===== src/rtl/sys_reg_file.sv =====
// Configuration/operand register file on the reference clock domain.
// Single-cycle read/write strobes, registered read response, and one-cycle illegal-access flag.
module sys_reg_file #(
  parameter int unsigned            DATA_WIDTH = 8,
  parameter int unsigned            ADDR_WIDTH = 4,
  parameter int unsigned            DEPTH      = 16,
  parameter logic [DEPTH-1:0]       WP_MASK    = '0,
  parameter logic [DATA_WIDTH-1:0]  REG2_RST   = 8'b1000_0001,
  parameter logic [DATA_WIDTH-1:0]  REG3_RST   = 8'd32
) (
  input  logic                  CLK,
  input  logic                  RST,
  input  logic                  WrEn,
  input  logic                  RdEn,
  input  logic [ADDR_WIDTH-1:0] Address,
  input  logic [DATA_WIDTH-1:0] WrData,
  output logic [DATA_WIDTH-1:0] RdData,
  output logic                  RdData_Valid,
  output logic                  Acc_Err,
  output logic [DATA_WIDTH-1:0] REG0,
  output logic [DATA_WIDTH-1:0] REG1,
  output logic [DATA_WIDTH-1:0] REG2,
  output logic [DATA_WIDTH-1:0] REG3
);

  localparam int unsigned IDX_W = (DEPTH > 32'd1) ? $clog2(DEPTH) : 32'd1;

  typedef enum logic [1:0] {
    IDLE     = 2'd0,
    RD_RESP  = 2'd1,
    ERR_RESP = 2'd2
  } state_t;

  logic [DATA_WIDTH-1:0] mem_r [DEPTH];
  logic [DATA_WIDTH-1:0] rd_data_r;
  state_t                state_r;
  state_t                state_next_s;

  logic                  addr_ok_s;
  logic                  wp_hit_s;
  logic                  wr_ok_s;
  logic                  rd_ok_s;
  logic                  acc_err_s;
  logic [IDX_W-1:0]      addr_idx_s;

  // Power-on contents: config/divider registers get their defaults, the rest clear.
  function automatic logic [DATA_WIDTH-1:0] rst_value(input int unsigned idx);
    logic [DATA_WIDTH-1:0] val;
    case (idx)
      32'd2:   val = REG2_RST;
      32'd3:   val = REG3_RST;
      default: val = {DATA_WIDTH{1'b0}};
    endcase
    return val;
  endfunction

  // Access decode: range check at full address width, protection, legality.
  always_comb begin
    addr_ok_s  = (32'(Address) < DEPTH);
    addr_idx_s = IDX_W'(Address);
    if (addr_ok_s) begin
      wp_hit_s = WP_MASK[addr_idx_s];
    end else begin
      wp_hit_s = 1'b0;
    end
    wr_ok_s   = WrEn & addr_ok_s & ~wp_hit_s;
    rd_ok_s   = RdEn & ~WrEn & addr_ok_s;
    acc_err_s = (WrEn | RdEn) & (~addr_ok_s | (WrEn & RdEn) | (WrEn & wp_hit_s));
  end

  genvar g;
  generate
    for (g = 0; g < DEPTH; g++) begin : g_reg
      // Storage cell g: written only by a legal, unprotected write to its index.
      always_ff @(posedge CLK or posedge RST) begin
        if (RST) begin
          mem_r[g] <= rst_value(g);
        end else if (wr_ok_s && (addr_idx_s == IDX_W'(g))) begin
          mem_r[g] <= WrData;
        end else begin
          mem_r[g] <= mem_r[g];
        end
      end
    end
  endgenerate

  // Read data holds between legal reads; only reset clears it.
  always_ff @(posedge CLK or posedge RST) begin
    if (RST) begin
      rd_data_r <= {DATA_WIDTH{1'b0}};
    end else if (rd_ok_s) begin
      rd_data_r <= mem_r[addr_idx_s];
    end else begin
      rd_data_r <= rd_data_r;
    end
  end

  // Response FSM state register.
  always_ff @(posedge CLK or posedge RST) begin
    if (RST) begin
      state_r <= IDLE;
    end else begin
      state_r <= state_next_s;
    end
  end

  // Every state reacts to a new strobe the same way, so responses chain back-to-back.
  always_comb begin
    state_next_s = IDLE;
    case (state_r)
      IDLE, RD_RESP, ERR_RESP: begin
        if (rd_ok_s) begin
          state_next_s = RD_RESP;
        end else if (acc_err_s) begin
          state_next_s = ERR_RESP;
        end else begin
          state_next_s = IDLE;
        end
      end
      default: state_next_s = IDLE;
    endcase
  end

  // Response pulses decoded from the registered state.
  always_comb begin
    RdData_Valid = 1'b0;
    Acc_Err      = 1'b0;
    case (state_r)
      RD_RESP:  RdData_Valid = 1'b1;
      ERR_RESP: Acc_Err      = 1'b1;
      default: begin
        RdData_Valid = 1'b0;
        Acc_Err      = 1'b0;
      end
    endcase
  end

  assign RdData = rd_data_r;
  assign REG0   = mem_r[0];
  assign REG1   = mem_r[1];
  assign REG2   = mem_r[2];
  assign REG3   = mem_r[3];

endmodule


===== config.mk =====
export PLATFORM = sky130hd
export DESIGN_NAME = sys_reg_file
export DESIGN_NICKNAME = d
export VERILOG_FILES = /design/src/rtl/sys_reg_file.sv
export SDC_FILE = /design/constraint.sdc
export NUM_CORES = 1
export LEC_CHECK = 0
export CORE_AREA = 2 2 124 126
export DETAILED_ROUTE_END_ITERATION = 8
export DIE_AREA = 0 0 126 128
export GPL_TIMING_DRIVEN = 0
export SLEW_MARGIN = 20
export SYNTH_ARGS = -nofsm -noshare
export SYNTH_HDL_FRONTEND = slang
export SYNTH_SLANG_ARGS = --single-unit

===== constraint.sdc =====
create_clock -name CLK -period 5.9 [get_ports CLK]
set_clock_uncertainty 0.2 [all_clocks]
set_input_delay 1.475 -clock CLK [delete_from_list [all_inputs] [get_ports CLK]]
set_output_delay 1.475 -clock CLK [all_outputs]
set_load 0.01 [all_outputs]

### Yosys cells after proc, flatten, opt, wreduce, memory -nomap -nowiden

Memories as Yosys holds them, arrays and structs flattened.
Cells that the tools add are included.

| cells by class | value |
|---|---|
| magnitude comparators | 2 |
| equality and inequality tests | 17 |
| multiplexer cells | 9 |
| bitwise logic cells | 10 |
| reductions and logical operators | 19 |

Operator list:

| kind | number |
|---|---|
| binary-select mux 8 bit (select 4 bit) | 1 |
| == test 4 bit (second input constant) | 8 |
| == test 4 x 3 -> 1 bit (second input constant) | 4 |
| logical AND 1 bit | 16 |
| two-way mux 8 bit | 2 |
| == test 4 x 2 -> 1 bit (second input constant) | 2 |
| two-way mux 2 bit | 3 |
| bitwise AND 1 bit | 5 |
| >= comparator 5 bit (second input constant) | 1 |
| < comparator 4 x 5 -> 1 bit (second input constant) | 1 |
| NOT 4 -> 5 bit | 1 |
| == test 4 x 1 -> 1 bit (second input constant) | 1 |
| zero test 4 bit | 1 |
| two-way mux 1 bit | 3 |
| OR reduction 3 bit | 1 |
| == test 2 x 1 -> 1 bit (second input constant) | 1 |
| == test 2 bit (second input constant) | 1 |
| zero test 2 bit | 1 |
| NOT 1 bit | 2 |
| bitwise OR 1 bit | 2 |

| storage, ports and cells | value |
|---|---|
| register bits | 138 |
| memory bits (read-only) | 16 |
| logic and storage cells | 76 |
| memories kept | 1 |

Memory list:

| name | depth | bits a word | rd ports | clocked after Yosys merged registers in | write ports | RTL line | RTL |
|---|---|---|---|---|---|---|---|
| (name not given) | 16 | 1 | 1 | 0 | 0 | 62 | `wp_hit_s = WP_MASK[addr_idx_s];` |

### Logic depth before layout (Yosys ltp)

| logic depth | value |
|---|---|
| depth after elaboration | 8 |
| depth in mapped cells | 7 |

### Worst setup path before layout

No wires, ideal clock.

| timing | value |
|---|---|
| path kind | input -> register |
| start | in Address[1] |
| end | reg rd_data_r[0] (netlist: RdData[0]) |
| library setup time | 0.126 ns |
| arrival time | 2.727 ns |
| required time | 5.574 ns |
| slack | 2.847 ns |
| stages | 6 |
| path buffers | 3 |
| cell sequence | buf_6 buf_4 buf_2 mux2i_1 o221ai_1 o32a_1 |

| on the way | value |
|---|---|
| word-level cells in the longest chain between the ends | 4 |

Ends and longest elaborated chain:

| element | RTL line | RTL |
|---|---|---|
| from (decl) | 15 | `input logic [ADDR_WIDTH-1:0] Address,` |
| NOT 4 -> 5 bit (not written as such) | 92 | `rd_data_r <= mem_r[addr_idx_s];` |
| binary-select mux 8 bit (select 4 bit) | 92 |  |
| two-way mux 8 bit (not written as such) (2 in a row) | 92 |  |
| to (signal assigned) | 90 | `rd_data_r <= {DATA_WIDTH{1'b0}};` |
| to (signal assigned) | 92 |  |
| to (signal assigned) | 94 | `rd_data_r <= rd_data_r;` |
| to (decl) | 35 | `logic [DATA_WIDTH-1:0] rd_data_r;` |

No other way between the ends. The select of a mux whose other input is x is not followed.
A chain may end at the register's enable or synchronous reset.

### Final worst setup path

| timing | value |
|---|---|
| start | in WrEn |
| end | reg mem_r[3] (netlist name) |

| on the way | value |
|---|---|
| word-level cells in the longest chain between the ends | 2 |

Ends and longest elaborated chain:

| element | RTL line | RTL |
|---|---|---|
| from (decl) | 13 | `input logic WrEn,` |
| bitwise AND 1 bit | 66 | `wr_ok_s = WrEn & addr_ok_s & ~wp_hit_s;` |
| logical AND 1 bit | 78 | `end else if (wr_ok_s && (addr_idx_s == IDX_W'(g))) begin` |
| to (signal, indexed assignment) | 77 | `mem_r[g] <= rst_value(g);` |
| to (signal, indexed assignment) | 79 | `mem_r[g] <= WrData;` |
| to (signal, indexed assignment) | 81 | `mem_r[g] <= mem_r[g];` |
| to (decl) | 34 | `logic [DATA_WIDTH-1:0] mem_r [DEPTH];` |

No other way between the ends.

==> metrics.txt <==
NumNets Final 544; RSZ-0062 raised after global routing false; GR Util met3 4.42%; grt peak-use layer met2; Synth Net Count 470; Die Y 128 um; Worst Hold End state_r[1]; Worst path slowest cell nor2_1; Via density 5.41; critical path's top delay family simple AND/OR/NAND/NOR gates; HP Class reg2reg; ANT nets after route 0; Critical Path AT 3.60 ns; Pint 0.00228 W; fin util 53.6%; MaxCap Viol Count 0; H-tree depth 4; Detailed Place HPWL 10.4 mm; routed len/inst 21.2 um; Syn-to-layout area delta 21.6%; crit-path cells clkdlybuf4s50_1 -> nand3_1 -> nor2_1 -> mux2_2; WP data required 6.00 ns; GR Layer Usage met1 27.9%; Worst Setup End Kind flip-flop; Die Wd 126 um; DRT iter0 DRCs 189; final setup violation count 0; ant diodes 0; relative slew slack 27.9%; worst reg2reg endpoint RdData[2]; Comb pwr share 21.6%; Mapped Cells 454; die area 16,100 um^2; Sw Share 24.8%; leakage power 3.42 nW; largest stage delay on the critical path 0.85 ns; Critical Path Fanout Max 8; top_reg_cell synth dfrtp_1; largest net degree at the start of global routing 94; Highest Clock Rate 286 MHz; via count 3,944; final slew viol count 0; R2R Setup Slk 4.07 ns; clk_lat worst skew 0.42 ns; part of the cycle the worst path needs 59.3%; Hold Startpoint state_r[0]; clock group share of total power 35.9%; CTS clk-pin slew, worst paths 0.06 ns; Yosys cell types 35; total wire length 15.5 mm; reg-to-reg startpoint REG3[2]; Worst-Margin Slew 1.08 ns; part of the power in registers 42.5%; Max Root-Sink Buffers 2; share of layout cells above drive strength 1 44.7%; Residual DRC 0; largest area contributor in the netlist dfrtp_1; status complete, no violations; Critical path buffers and inverters 1; number of global-route vias before repair 4,168; Buffers on Ports 54; P per Cell Area 380 nW/um^2; Setup Buffers After CTS 0; clock sink count 138; GRT overflow 0; Seq/Total Area, Yosys 52.7%; CP Class in2reg; GPL Wtd Cong 0.804; number of buffers inserted by hold repair at cts 0; Peak VDD IR 0.213 mV; CTS tree done; core area 14,900 um^2; Post-Syn Area 6550 um^2; min cycle time layout 3.50 ns; Worst Setup Start Kind input port; P_sw 0.000750 W; syn avg cell area 14.4 um^2; Yosys warning count 0; initial antenna violation count 0; Post-synth EDFFs 0; Yosys top cell area share 51.5%; post-CTS resize count 0; Initial Utilization 44.1%; leading post-synthesis cells by cell area dfrtp_1 (52%), mux2_2 (22%), mux4_2 (6.5%); CTS Root Cell clkbuf_16; Hold Fails Final Rpt 0; total track usage 20.8%; total power 0.00303 W; met2 Usage GRT 33.7%; FF+latch count, synth 138; I/O pin cnt 58; R2R depth 4; ys async rst share 100%; first-pass GRT wire length 24.6 mm; Row Count 45; hold depth 1; first drt pass iteration count 4; CTS buffer count 17
[layer usage]
layer	routed length, um	vias up
met3	732	19
met1	6980	2051
met5	0	-
li1	-	1780
met2	7540	94
met4	237	0
[layout make-up]
class	instances	area (um^2)
buffer	64	407
clock buffer	20	457
clock inverter	12	146
fill	1284	6900
inverter	1	11.3
multi-input combinational	251	2690
sequential	138	3460
tap	188	235
timing repair buffer	55	568
[worst register-to-register path: stages (launching register included)]
cell     delay [ns]
dfrtp_1        0.39
mux4_1         0.50
mux2i_1        0.18
nor2_1         0.09
o32a_1         0.35
[worst max path at each step]
| stage | start | cells past startpoint | slack (ns) | end |
|---|---|---|---|---|
| 2_1_floorplan | RST | 1 | 0.53 | REG0[0] |
| 5_1_grt | Address[2] | 5 | 2.32 | mem_r[64] |
| 4_1_cts | WrEn | 4 | 2.42 | mem_r[3] |
| 3_3_place_gp | RST | 2 | -1.31 | mem_r[23] |
| 6_report | WrEn | 4 | 2.40 | mem_r[3] |
| 3_5_place_dp | WrEn | 4 | 1.98 | mem_r[3] |
[metrics by stage]
stage | instance area [um^2] | cells | worst slack (ns) | hold slack, ns | TNS, ns
detailed placement | 7360 | 697 | 1.98 | 0.286 | 0
global placement | 7330 | 696 | -1.31 | 0.261 | -175.45
floorplan | 6550 | 454 | 0.534 | 0.245 | 0
CTS | 7970 | 729 | 2.42 | 0.294 | 0
global route | 7970 | 729 | 2.32 | 0.312 | 0
finish | 7970 | 729 | 2.40 | 0.285 | 0
[power groups by stage]
| stage | combinational (W) | sequential [W] | clock (W) |
|---|---|---|---|
| 5_1_grt | 0.000708 | 0.00132 | 0.00115 |
| 2_1_floorplan | 0.000450 | 0.00127 | 0 |
| 4_1_cts | 0.000667 | 0.00129 | 0.00110 |
| 3_3_place_gp | 0.000646 | 0.00129 | 0 |
| 3_5_place_dp | 0.000665 | 0.00130 | 0 |
| 6_report | 0.000655 | 0.00129 | 0.00109 |
[logic make-up (layout without fill, tap and decap cells)]
kind of cell	count (synthesis)	count (layout)	share of synthesized area, %
simple gates	55	55	4.66
compound gates	20	20	2.60
mux	176	176	33.7
buf+inv	65	152	6.26
flops	138	138	52.7
[state kept, by name, summed over array words and instances, names as in the netlist]
register	count
mem_r	96
REG3	8
REG2	8
REG1	8
state_r	2
RdData	8
REG0	8
[cells in the mapped netlist, types with 2 or more instances]
cell / number
o221ai_1: 6
nand3_1: 3
o22ai_1: 2
mux4_1: 3
or2_2: 2
and2_1: 7
mux2i_1: 24
mux4_2: 19
buf_4: 33
nor2_2: 7
dfstp_2: 3
dfrtp_1: 135
buf_2: 12
nor2b_1: 5
nand2b_1: 4
nand2_1: 3
a22oi_1: 2
o32a_1: 6
clkbuf_1: 13
buf_1: 3
a41oi_1: 2
nand3b_1: 3
nor2_1: 14
mux2_2: 129
or3_1: 3
nor4_1: 2
[cells in the final DEF, fill, tap and decap left out, types with 3 or more instances in the layout]
cell             count
dfstp_2              3
nand2_1              3
or3_1                3
nor2b_1              5
buf_4               33
nor2_1              14
o32a_1               6
buf_2               12
mux4_1               3
mux2i_1             24
clkbuf_1            14
o221ai_1             6
mux2_2             129
nand3_1              3
buf_1                3
bufinv_16            3
clkinv_2             5
clkdlybuf4s50_1     54
nor2_2               7
and2_1               7
clkinvlp_4           3
dfrtp_1            135
mux4_2              19
nand3b_1             3
clkbuf_16           17
nand2b_1             4
Note: power is estimated with default switching activity, not from simulation.
